===== config.mk =====
export PLATFORM = sky130hd
export DESIGN_NAME = obj_scanner
export DESIGN_NICKNAME = d
export VERILOG_FILES = /design/src/rtl/obj_scanner.sv
export SDC_FILE = /design/constraint.sdc
export NUM_CORES = 1
export LEC_CHECK = 0
export BUFFER_PORTS_ARGS = -buffer_cell sky130_fd_sc_hd__buf_2
export CORE_MARGIN = 2
export CORE_UTILIZATION = 50
export CTS_CLUSTER_DIAMETER = 50
export DETAILED_ROUTE_END_ITERATION = 12
export PLACE_DENSITY = 0.78
export SYNTH_ARGS = -nofsm -noshare
export SYNTH_HDL_FRONTEND = slang
export SYNTH_SLANG_ARGS = --single-unit

===== constraint.sdc =====
create_clock -name clk -period 3.1 [get_ports clk]
set_input_delay 0.155 -clock clk [delete_from_list [all_inputs] [get_ports clk]]
set_output_delay 0.155 -clock clk [all_outputs]
set_load 0.01 [all_outputs]

===== src/rtl/obj_scanner.sv =====
// ============================================================================
// Module   : obj_scanner
// Purpose  : Per-frame walk of the obstacle FIFO. Streams visible objects,
//            detects player collisions and pops objects left behind.
//            Optional macro OBJ_SCANNER_COIN_EN turns type 3 into a coin.
// Revision : 1.0  initial release
// ============================================================================
`default_nettype none

module obj_scanner #(
    parameter int          ADDR_WIDTH = 4,
    parameter logic [11:0] VIEW_DIST  = 12'd400,
    parameter logic [11:0] HIT_WIN    = 12'd8
) (
    input  logic                  clk,
    input  logic                  reset,
    input  logic                  frame_start,
    input  logic [11:0]           scroll_pos,
    input  logic [1:0]            player_lane,
    input  logic                  player_jump,
    input  logic                  player_slide,
    input  logic [ADDR_WIDTH:0]   num,
    input  logic [15:0]           rd_obj,
    output logic [ADDR_WIDTH-1:0] rd_index,
    output logic                  pop,
    output logic                  obj_valid,
    output logic [11:0]           obj_rel,
    output logic [1:0]            obj_lane,
    output logic [1:0]            obj_type,
    output logic                  busy,
    output logic                  done,
    output logic                  hit,
    output logic [1:0]            hit_type,
    output logic                  coin
);

    typedef enum logic [1:0] {
        S_IDLE = 2'd0,
        S_SCAN = 2'd1,
        S_POP  = 2'd2,
        S_DONE = 2'd3
    } state_t;

    state_t                r_state;
    logic [11:0]           r_scroll;
    logic [1:0]            r_lane;
    logic                  r_jump;
    logic                  r_slide;
    logic [ADDR_WIDTH:0]   r_n;
    logic [ADDR_WIDTH-1:0] r_idx;
    logic [ADDR_WIDTH:0]   r_pass_cnt;
    logic [ADDR_WIDTH:0]   r_pop_cnt;
    logic                  r_front_run;
    logic                  r_hit_flag;
    logic [1:0]            r_hit_type_cap;
    logic                  r_pop;
    logic                  r_obj_valid;
    logic [11:0]           r_obj_rel;
    logic [1:0]            r_obj_lane;
    logic [1:0]            r_obj_type;
    logic                  r_done;
    logic                  r_hit;
    logic [1:0]            r_hit_type;

    logic [11:0] w_pos;
    logic [1:0]  w_lane;
    logic [1:0]  w_type;
    logic [11:0] w_rel;
    logic        w_behind;
    logic        w_active;
    logic        w_overlap;
    logic        w_visible;
    logic        w_type_hits;
    logic        w_collide;
    logic        w_last;

    assign w_pos     = rd_obj[11:0];
    assign w_lane    = rd_obj[13:12];
    assign w_type    = rd_obj[15:14];
    assign w_rel     = w_pos - r_scroll;
    assign w_behind  = w_rel[11];
    // Lane 3 marks empty slots and is excluded from every decision
    assign w_active  = (w_lane != 2'd3);
    assign w_overlap = w_active && (w_rel < HIT_WIN) && (w_lane == r_lane);
    assign w_visible = w_active && !w_behind && (w_rel < VIEW_DIST);
    assign w_last    = ({1'b0, r_idx} == (r_n - 1'b1));

    always_comb begin
        w_type_hits = 1'b0;
        case (w_type)
            2'd0:    w_type_hits = 1'b1;
            2'd1:    w_type_hits = !r_jump;
            2'd2:    w_type_hits = !r_slide;
`ifdef OBJ_SCANNER_COIN_EN
            default: w_type_hits = 1'b0;
`else
            default: w_type_hits = 1'b1;
`endif
        endcase
    end

    assign w_collide = w_overlap && w_type_hits;

`ifdef OBJ_SCANNER_COIN_EN
    logic r_coin_flag;
    logic r_coin;

    always_ff @(posedge clk) begin
        if (reset) begin
            r_coin_flag <= 1'b0;
            r_coin      <= 1'b0;
        end else begin
            r_coin <= 1'b0;
            if (r_state == S_IDLE && frame_start) begin
                r_coin_flag <= 1'b0;
            end else if (r_state == S_SCAN && w_overlap && w_type == 2'd3) begin
                r_coin_flag <= 1'b1;
            end else if (r_state == S_POP && r_pop_cnt == r_pass_cnt) begin
                r_coin <= r_coin_flag;
            end
        end
    end

    assign coin = r_coin;
`else
    assign coin = 1'b0;
`endif

    always_ff @(posedge clk) begin
        if (reset) begin
            r_state        <= S_IDLE;
            r_scroll       <= '0;
            r_lane         <= '0;
            r_jump         <= 1'b0;
            r_slide        <= 1'b0;
            r_n            <= '0;
            r_idx          <= '0;
            r_pass_cnt     <= '0;
            r_pop_cnt      <= '0;
            r_front_run    <= 1'b0;
            r_hit_flag     <= 1'b0;
            r_hit_type_cap <= '0;
            r_pop          <= 1'b0;
            r_obj_valid    <= 1'b0;
            r_obj_rel      <= '0;
            r_obj_lane     <= '0;
            r_obj_type     <= '0;
            r_done         <= 1'b0;
            r_hit          <= 1'b0;
            r_hit_type     <= '0;
        end else begin
            r_pop       <= 1'b0;
            r_obj_valid <= 1'b0;
            r_done      <= 1'b0;
            r_hit       <= 1'b0;
            case (r_state)
                S_IDLE: begin
                    if (frame_start) begin
                        r_scroll       <= scroll_pos;
                        r_lane         <= player_lane;
                        r_jump         <= player_jump;
                        r_slide        <= player_slide;
                        r_n            <= num;
                        r_idx          <= '0;
                        r_pass_cnt     <= '0;
                        r_pop_cnt      <= '0;
                        r_front_run    <= 1'b1;
                        r_hit_flag     <= 1'b0;
                        r_hit_type_cap <= '0;
                        r_state        <= (num == '0) ? S_POP : S_SCAN;
                    end
                end
                S_SCAN: begin
                    if (w_visible) begin
                        r_obj_valid <= 1'b1;
                        r_obj_rel   <= w_rel;
                        r_obj_lane  <= w_lane;
                        r_obj_type  <= w_type;
                    end
                    // Only the unbroken run of passed objects at the front may be popped
                    if (w_active) begin
                        if (w_behind && r_front_run) begin
                            r_pass_cnt <= r_pass_cnt + 1'b1;
                        end else begin
                            r_front_run <= 1'b0;
                        end
                    end
                    if (w_collide && !r_hit_flag) begin
                        r_hit_flag     <= 1'b1;
                        r_hit_type_cap <= w_type;
                    end
                    r_idx <= r_idx + 1'b1;
                    if (w_last) begin
                        r_state <= S_POP;
                    end
                end
                S_POP: begin
                    if (r_pop_cnt == r_pass_cnt) begin
                        r_state    <= S_DONE;
                        r_done     <= 1'b1;
                        r_hit      <= r_hit_flag;
                        r_hit_type <= r_hit_type_cap;
                    end else begin
                        r_pop     <= 1'b1;
                        r_pop_cnt <= r_pop_cnt + 1'b1;
                    end
                end
                default: begin
                    r_state <= S_IDLE;
                end
            endcase
        end
    end

    assign rd_index  = r_idx;
    assign pop       = r_pop;
    assign obj_valid = r_obj_valid;
    assign obj_rel   = r_obj_rel;
    assign obj_lane  = r_obj_lane;
    assign obj_type  = r_obj_type;
    assign busy      = (r_state != S_IDLE);
    assign done      = r_done;
    assign hit       = r_hit;
    assign hit_type  = r_hit_type;

endmodule

`default_nettype wire


=== After elaboration in Yosys (flattened, before gate mapping) ===
Index checks and enable logic that the tools add are counted.

* Equality and inequality tests: 16
* $add $sub $neg: 5
* Div/mod/pow operators: 0
* $lt $le $gt $ge: 2
* Muxes and demuxes: 27
* Shift operators: 0
* Multipliers: 0
* Bitwise logic cells: 3
* Reductions and logical operators: 28

{| class="wikitable"
|+ Operators by type and width
! kind !! number
|-
| 5-bit two-way mux || 4
|-
| 5-bit one-hot mux with 2 select lines || 2
|-
| 2-bit inequality test (second input constant) || 9
|-
| 12-bit by 4-bit < comparator with 1-bit output (second input constant) || 1
|-
| 12-bit by 9-bit < comparator with 1-bit output (second input constant) || 1
|-
| 2-bit two-way mux || 6
|-
| 12-bit subtractor || 1
|-
| 5-bit by 1-bit adder with 5-bit output (second input constant) || 2
|-
| 3-bit AND reduction || 3
|-
| 1-bit two-way mux || 8
|-
| 4-bit one-hot mux with 2 select lines || 1
|-
| 2-bit AND reduction || 4
|-
| 4-bit AND reduction || 2
|-
| 1-bit logical AND || 7
|-
| 1-bit one-hot mux with 2 select lines || 3
|-
| 2-bit one-hot mux with 3 select lines || 1
|-
| 2-bit nonzero test || 3
|-
| 4-bit by 5-bit == test with 1-bit output || 1
|-
| 5-bit == test || 1
|-
| 5-bit logical NOT || 1
|-
| 5-bit by 1-bit subtractor with 5-bit output (second input constant) || 1
|-
| 4-bit by 1-bit adder with 4-bit output (second input constant) || 1
|-
| 2-bit by 1-bit == test with 1-bit output (second input constant) || 2
|-
| 2-bit == test (second input constant) || 2
|-
| other kinds (8) || 14
|}

* RAM bits: 0
* Memories: 0
* Output and inout bits: 28
* Bits in latches: 0
* Memory bits (read-only): 0
* Register bits after elaboration: 63

=== Longest topological paths before layout ===
Gate-level depths: netlist (run 1).

* Word-level depth: 8
* Gate-level depth with buffers: 12

=== Least setup slack after synthesis (run 1) ===
OpenSTA, ideal clock, no wires.

* Path type: register to register
* From: register r_scroll[0]
* To: register r_obj_rel[4], in the netlist obj_rel[4]
* Clock period less this slack: 2679 ps
* Slack: 421 ps
* Library setup time: 70 ps
* Data arrival time: 2609 ps
* Stages on the path, launching flop included: 12
* Data required time: 3030 ps
* Cells stage by stage: dfxtp_1 -> ha_1 -> fa_1 -> nor2b_1 -> o31a_1 -> o2bb2ai_2 -> o2111a_1 -> a2111oi_4 -> nand4_1 -> buf_6 -> or3_1 -> a21oi_1

* Word-level cells in the longest chain between the ends: 5
* Elaborated cells on any way between the ends: 6

{| class="wikitable"
|+ Ends and longest elaborated chain
! item !! RTL line !! RTL
|-
| start: declaration || 45 || <nowiki>logic [11:0] r_scroll;</nowiki>
|-
| start signal: assignment || 159 || <nowiki>r_scroll <= scroll_pos;</nowiki>
|-
| 12-bit subtractor * || 80 || <nowiki>assign w_rel = w_pos - r_scroll;</nowiki>
|-
| branches (longest 4 deep; another with 12-bit by 9-bit < comparator with 1-bit output) || -- ||
|-
| end signal: assignment || 176 || <nowiki>r_obj_rel <= w_rel;</nowiki>
|-
| end: declaration || 58 || <nowiki>logic [11:0] r_obj_rel;</nowiki>
|}

Mark *: on every way between the ends.
A chain may end at the register's enable or synchronous reset.

=== Worst setup path in the final report (run 1) ===
* From: register r_scroll[4]
* To: register r_pass_cnt[0]

* Word-level cells in the longest chain between the ends: 4

{| class="wikitable"
|+ Ends and longest elaborated chain
! item !! RTL line !! RTL
|-
| 12-bit subtractor || 80 ||
|-
| 1-bit logical AND || 182 || <nowiki>if (w_behind && r_front_run) begin</nowiki>
|-
| 2-bit inequality test (no source line) || -- ||
|-
| 4-bit AND reduction (no source line) || -- ||
|-
| end signal: assignment || 183 || <nowiki>r_pass_cnt <= r_pass_cnt + 1'b1;</nowiki>
|-
| end: declaration || 51 || <nowiki>logic [ADDR_WIDTH:0] r_pass_cnt;</nowiki>
|}

Every way passes these cells.

==> flow_summary.yaml, run 1 <==
pwr:
  pwr-share-comb_pct: 40.0
  power.switching_mw: 1.04
  power.internal_mw: 1.66
  p_leak_nw: 1.86
  clockPowerShare_pct: 24.0
  sequentialPowerShare_pct: 36.0
  power.density_nw_per_um2: 669
  vdd_drop_max_v: 0.000349
  swShare_pct: 38.6
  fin_total_pwr_mw: 2.70
global_routing:
  grt_util_all_layers_pct: 22.2
  grt_pass1_vias: 2834
  grt_pass1_wl_um: 13100
  antenna_found_initial: 0
  gr-total-overflow: 0
  grt_max_degree: 52
floorplanning:
  dieArea_um2: 7570
  die_w_um: 87.0
  rows: 30
  die_h_um: 87.0
  start_util_pct: 51.3
  io_pins: 68
  coreArea_um2: 6720
yosys:
  syn_area_um2: 3450
  synth_edf_count: 0
  syn_inst: 422
  yosysWarnings: 0
  async_flop_share_pct: 0
  syn_area_per_cell_um2: 8.17
  yosys_most_used_dff: "dfxtp_1"
  synth_cell_types: 57
  synth_nets: 484
  ys_seq_area_share_pct: 36.6
  ys_ff_latch: 63
hold_path:
  hold_class: "in2reg"
  min-delay-start: "player_jump"
critical_path:
  cpMostUsedCell: "o21ai_1"
  critPathCaptureType: "flop"
  reg2reg_depth: 10
  cp-startpoint: "r_scroll[4]"
  crit_slowest_cell: "or4_1"
  crit_chain: "inv_1 > ha_1 > or4_1 > o21ai_1 > a211oi_1 > a211o_1 > o21ai_1 > mux2_2 > a22oi_1 > nor2_1"
  cp-endpoint: "r_pass_cnt[0]"
  regToRegEndpoint: "r_pass_cnt[0]"
  required_ns: 3.30
  path_depth: 10
  cpPeakStageDelay_ns: 0.52
  r2r_slack_ns: 0.20
  cp_max_fo: 8
  rr_startpoint: "r_scroll[4]"
  path_class: "reg2reg"
  arrival_ns: 3.10
  start_kind: "flop"
  crit_buf_inv: 1
  crit_family: "compound AO/OA/AOI/OAI gates"
sta:
  layout_min_cycle_time_ns: 2.90
  rsz0062_at_grt: "true"
  timing.fmax_mhz: 345
  tightestPinTransition_ns: 0.764
  slew_headroom_pct: 48.5
  fin_ws_ns: 0.204
  drv_slew: 0
  hold_viol_final: 0
  fin_skew_ns: 0.00570
  min_period_over_period_pct: 93.4
  setup_viol: 0
cells_and_area:
  final_common_cell: "buf_2"
  layout_common_cells: "66 x buf_2, 63 x dfxtp_1, 56 x nand2_1"
  ff_latch_area_um2: 1260
  n_antenna_cell: 0
  multi_input_area_um2: 1970
  fillCellCount: 615
  fin_cells: 573
  utilization_pct: 60.0
  syn2layout_area_growth_pct: 17.0
  fin_nets: 550
  drive_gt1_share_pct: 19.9
drt:
  vias: 3105
  first_pass_iters: 4
  wire_per_inst_um: 13.9
  ant_nets: 0
  route.detailed.drc: 0
  drt_iter0_drc: 322
  via_per_inst: 5.42
  routed_wl_um: 7940
clock_network:
  cts_inserted_buffers: 9
  cts.htree.levels: 3
  cts_sinks: 63
  cts_tree: "done"
  cts_buffer_depth: 2
  cts.clk_slew.worst_paths_ns: 0.07
  clockRootBuffer: "clkbuf_8"
  clk_latency_ns: 0.34
run_status:
  status: "finished, final reports clean"
place:
  place.detailed.instances: 556
  place_congestion: 0.914
  io_buffers: 66
  dp.final_hpwl_um: 5800
  dpl_worst_slack_ns: 0.181
run:
  cap_violations: 0
==> cell type report <==
class	instances	area share [%]
tap	80	2.48
inverter	34	3.16
clock inverter	3	0.434
timing repair buffer	75	9.96
sequential	63	31.3
clock buffer	13	3.94
multi-input combinational	305	48.7
==> through the flow <==
| step | instance area, um2 | hold WS (ns) | TNS, ns |
|---|---|---|---|
| after floorplan | 3450 | 0.291 | 0 |
| after global placement | 3840 | 0.396 | 0 |
| after detailed placement | 3840 | 0.400 | 0 |
| after CTS | 4020 | 0.0325 | 0 |
| after global routing | 4030 | 0.0374 | -0.0416 |
| final | 4030 | 0.0487 | 0 |
==> worst min-delay path by stage <==
stage | endpoint | slack [ns] | depth (start not counted)
6_report | r_jump | 0.05 | 3
5_1_grt | r_jump | 0.04 | 3
4_1_cts | r_scroll[1] | 0.03 | 3
3_5_place_dp | r_scroll[1] | 0.40 | 3
3_3_place_gp | r_scroll[1] | 0.40 | 3
2_1_floorplan | r_jump | 0.29 | 2
==> kinds of logic (layout without fill, tap and decap cells) <==
group                    after synthesis  after routing  synth area share, %
buffers and inverters                 54            125                 6.53
XOR/XNOR                              24             24                 6.10
AO/OA/AOI/OAI                         94             94                 18.4
adder cells (fa/ha/maj)               22             22                 8.20
AND/OR/NAND/NOR                      147            147                 19.1
flip-flops                            63             63                 36.6
other                                  1              1                0.109
multiplexers                          17             17                 5.01
==> state kept, by name, indices dropped and copies added (netlist names), 2 cells and up <==
name            cells
r_scroll           12
r_state             2
obj_type            2
obj_lane            2
r_hit_type_cap      2
hit_type            2
r_pass_cnt          5
r_n                 5
obj_rel            12
r_pop_cnt           5
rd_index            4
r_lane              2
==> worst min-delay path: cells and delay by family <==
family / cells / cell delay [ns]
AND/OR/NAND/NOR: 1 / 0.04
buffers and inverters: 1 / 0.09
AO/OA/AOI/OAI: 1 / 0.05
==> layer usage <==
metal  vias to the layer above  global-route usage (%)  part of all wire (%)
li1                       1582                       -                     -
met1                      1419                    29.2                    47
met2                        92                    34.6                    46
met3                        12                    7.30                   5.7
met4                         0                    6.39                   2.0
met5                         -                       0                     0
==> power groups by stage <==
stage               combinational [mW]  sequential, mW  clock (mW)
floorplan                        0.792           0.980           0
global placement                  1.04           0.983           0
detailed placement                1.06           0.987           0
CTS                               1.07           0.971       0.659
global route                      1.22           0.983       0.691
finish                            1.08           0.971       0.647
==> timing repair <==
item                                    4_1_cts  5_1_grt
setup buffers                                 0        1
resized for setup                             0        3
hold buffers                                  0        0
endpoints found under the setup margin        0        2
==> synthesized netlist by cell type, drive strengths merged, types with 2 or more instances <==
master / n / area, um2
dfxtp: 63 / 1260
nand2: 56 / 210
nor2: 46 / 175
a21oi: 41 / 205
inv: 34 / 128
ha: 21 / 263
mux2i: 15 / 150
o21ai: 15 / 75.1
clkbuf: 14 / 52.6
xor2: 13 / 114
xnor2: 11 / 96.3
nand4: 8 / 50.1
nor3: 8 / 40.0
and3: 6 / 37.5
buf: 6 / 45.0
o21a: 5 / 37.5
a211oi: 4 / 30.0
nor2b: 4 / 25.0
nor4: 4 / 25.0
nand2b: 3 / 18.8
nand3: 3 / 15.0
a2111o: 2 / 22.5
a2111oi: 2 / 36.3
a22oi: 2 / 15.0
mux2: 2 / 22.5
o211ai: 2 / 15.0
o22ai: 2 / 12.5
o311ai: 2 / 25.0
o31a: 2 / 17.5
o31ai: 2 / 15.0
o41ai: 2 / 17.5
or2: 2 / 12.5
or3: 2 / 12.5
or4: 2 / 15.0
(Power assumes the default switching activity.)
==> inputs of run 2 (changes only) <==
Settings changed: CORE_UTILIZATION 50 to 30, PLACE_DENSITY 0.78 to 0.54.
==> run 2 against run 1 <==
Compared with the run above: non-clock buffer count stayed put; setup slack worse by 0.038 ns; core utilization is 23 points lower; sequential share of layout area is 1.4 points lower; clock power is 55% higher; sequential cell count stayed put; via count is 2.1% lower; design area is 4.7% higher; die area is 63% higher; critical endpoint unchanged; largest cell class unchanged; highest routed layer unchanged.
==> flow_summary.yaml, run 2 (synthesis gave the netlist of run 1 again) <==
critical_path:
  reg2reg_depth: 10
  rr_startpoint: "r_scroll[4]"
  cp_max_fo: 8
  path_class: "reg2reg"
  arrival_ns: 3.13
  required_ns: 3.29
  cp-startpoint: "r_scroll[4]"
  critPathCaptureType: "flop"
  start_kind: "flop"
drt:
  route.detailed.drc: 0
  first_pass_iters: 4
  drt_iter0_drc: 143
  via_per_inst: 4.79
  vias: 3039
  ant_nets: 0
  wire_per_inst_um: 13.5
  routed_wl_um: 8580
sta:
  layout_min_cycle_time_ns: 2.93
  drv_slew: 0
  slew_headroom_pct: 63.9
  fin_ws_ns: 0.166
  tightestPinTransition_ns: 0.542
  hold_viol_final: 0
  min_period_over_period_pct: 94.6
  rsz0062_at_grt: "false"
  fin_tns_setup_ns: 0
  fin_skew_ns: 0.00695
  setup_viol: 0
  timing.fmax_mhz: 341
cells_and_area:
  multi_input_area_um2: 1960
  syn2layout_area_growth_pct: 22.5
  fillCellCount: 1199
  final_common_cell: "buf_2"
  drive_gt1_share_pct: 19.7
  n_antenna_cell: 0
  layout_common_cells: "66 x buf_2, 63 x dfxtp_1, 56 x nand2_1"
  post-route-cell-area_um2: 4220
  ff_latch_area_um2: 1260
  fin_nets: 550
floorplanning:
  coreArea_um2: 11300
  io_pins: 68
  dieArea_um2: 12400
  rows: 39
  die_w_um: 111
  die_h_um: 111
  start_util_pct: 30.4
global_routing:
  gr-total-overflow: 0
  antenna_found_initial: 0
  grt_max_degree: 52
  grt_util_all_layers_pct: 14.2
  grt_pass1_wl_um: 14200
  grt_pass1_vias: 2920
place:
  io_buffers: 66
  place_area_um2: 3930
  place_congestion: 0.815
  dp.final_hpwl_um: 6500
  dpl_worst_slack_ns: 0.221
clock_network:
  cts_sinks: 63
  cts.htree.levels: 3
  cts.clk_slew.worst_paths_ns: 0.05
  cts_inserted_buffers: 9
  clk_latency_ns: 0.33
  clockRootBuffer: "clkbuf_16"
  cts_setup_buffers: 0
  cts_hold_buf: 0
  cts_tree: "done"
  cts_buffer_depth: 2
  post_cts_resized: 0
hold_path:
  holdPathStages: 3
  hold_class: "in2reg"
  min-delay-start: "scroll_pos[3]"
pwr:
  p_leak_nw: 1.92
  fin_total_pwr_mw: 3.06
  power.density_nw_per_um2: 725
  vdd_drop_max_v: 0.000248
run:
  cap_violations: 0
run_status:
  status: "finished, final reports clean"
[run 2: power breakdown]
group	switching (mW)	leakage, nW	internal (mW)
combinational	0.665	1.26	0.421
sequential	0.0718	0.511	0.901
clock	0.346	0.151	0.656
[run 2: per-stage QoR]
| step | std cells | hold slack (ns) | utilization, % |
|---|---|---|---|
| after global placement | 620 | 0.396 | 34.7 |
| final | 635 | 0.0609 | 37.3 |
| after global routing | 635 | 0.0668 | 37.3 |
| after detailed placement | 620 | 0.401 | 34.7 |
| after CTS | 635 | 0.0519 | 37.3 |
| after floorplan | 422 | 0.291 | - |
[run 2: area by class of cell]
cell class	instances	share of cell area, %
Inverter	34	3.02
Clock inverter	4	1.07
Clock buffer	11	5.98
Timing Repair Buffer	75	9.42
Multi-Input combinational cell	305	46.4
Sequential cell	63	29.9
Tap cell	143	4.24
[run 2: final timing paths]
| kind | endpoint | slack [ns] |
|---|---|---|
| setup / recovery | r_pass_cnt[0] | 0.17 |
| hold / removal | r_scroll[3] | 0.06 |
| setup reg to reg | r_pass_cnt[0] | 0.17 |
| hold reg to reg | r_scroll[10] | 0.45 |
[run 2: metal layers]
| layer | GRT usage (%) | wire length (um) | part of all wire, % | up-vias |
|---|---|---|---|---|
| li1 | - | - | - | 1580 |
| met1 | 19.4 | 4340 | 51 | 1383 |
| met2 | 22.4 | 3800 | 44 | 67 |
| met3 | 3.06 | 346 | 4.0 | 9 |
| met4 | 4.20 | 96 | 1.1 | 0 |
| met5 | 0 | 0 | 0 | - |
[run 2: critical path, stage by stage, from the launching register on]
cell and delay, ns:
dfxtp_1 0.32, inv_1 0.04, ha_1 0.37, or4_1 0.52, o21ai_1 0.13, a211oi_1 0.11
a211o_1 0.33, o21ai_1 0.39, mux2_2 0.38, a22oi_1 0.14, nor2_1 0.07
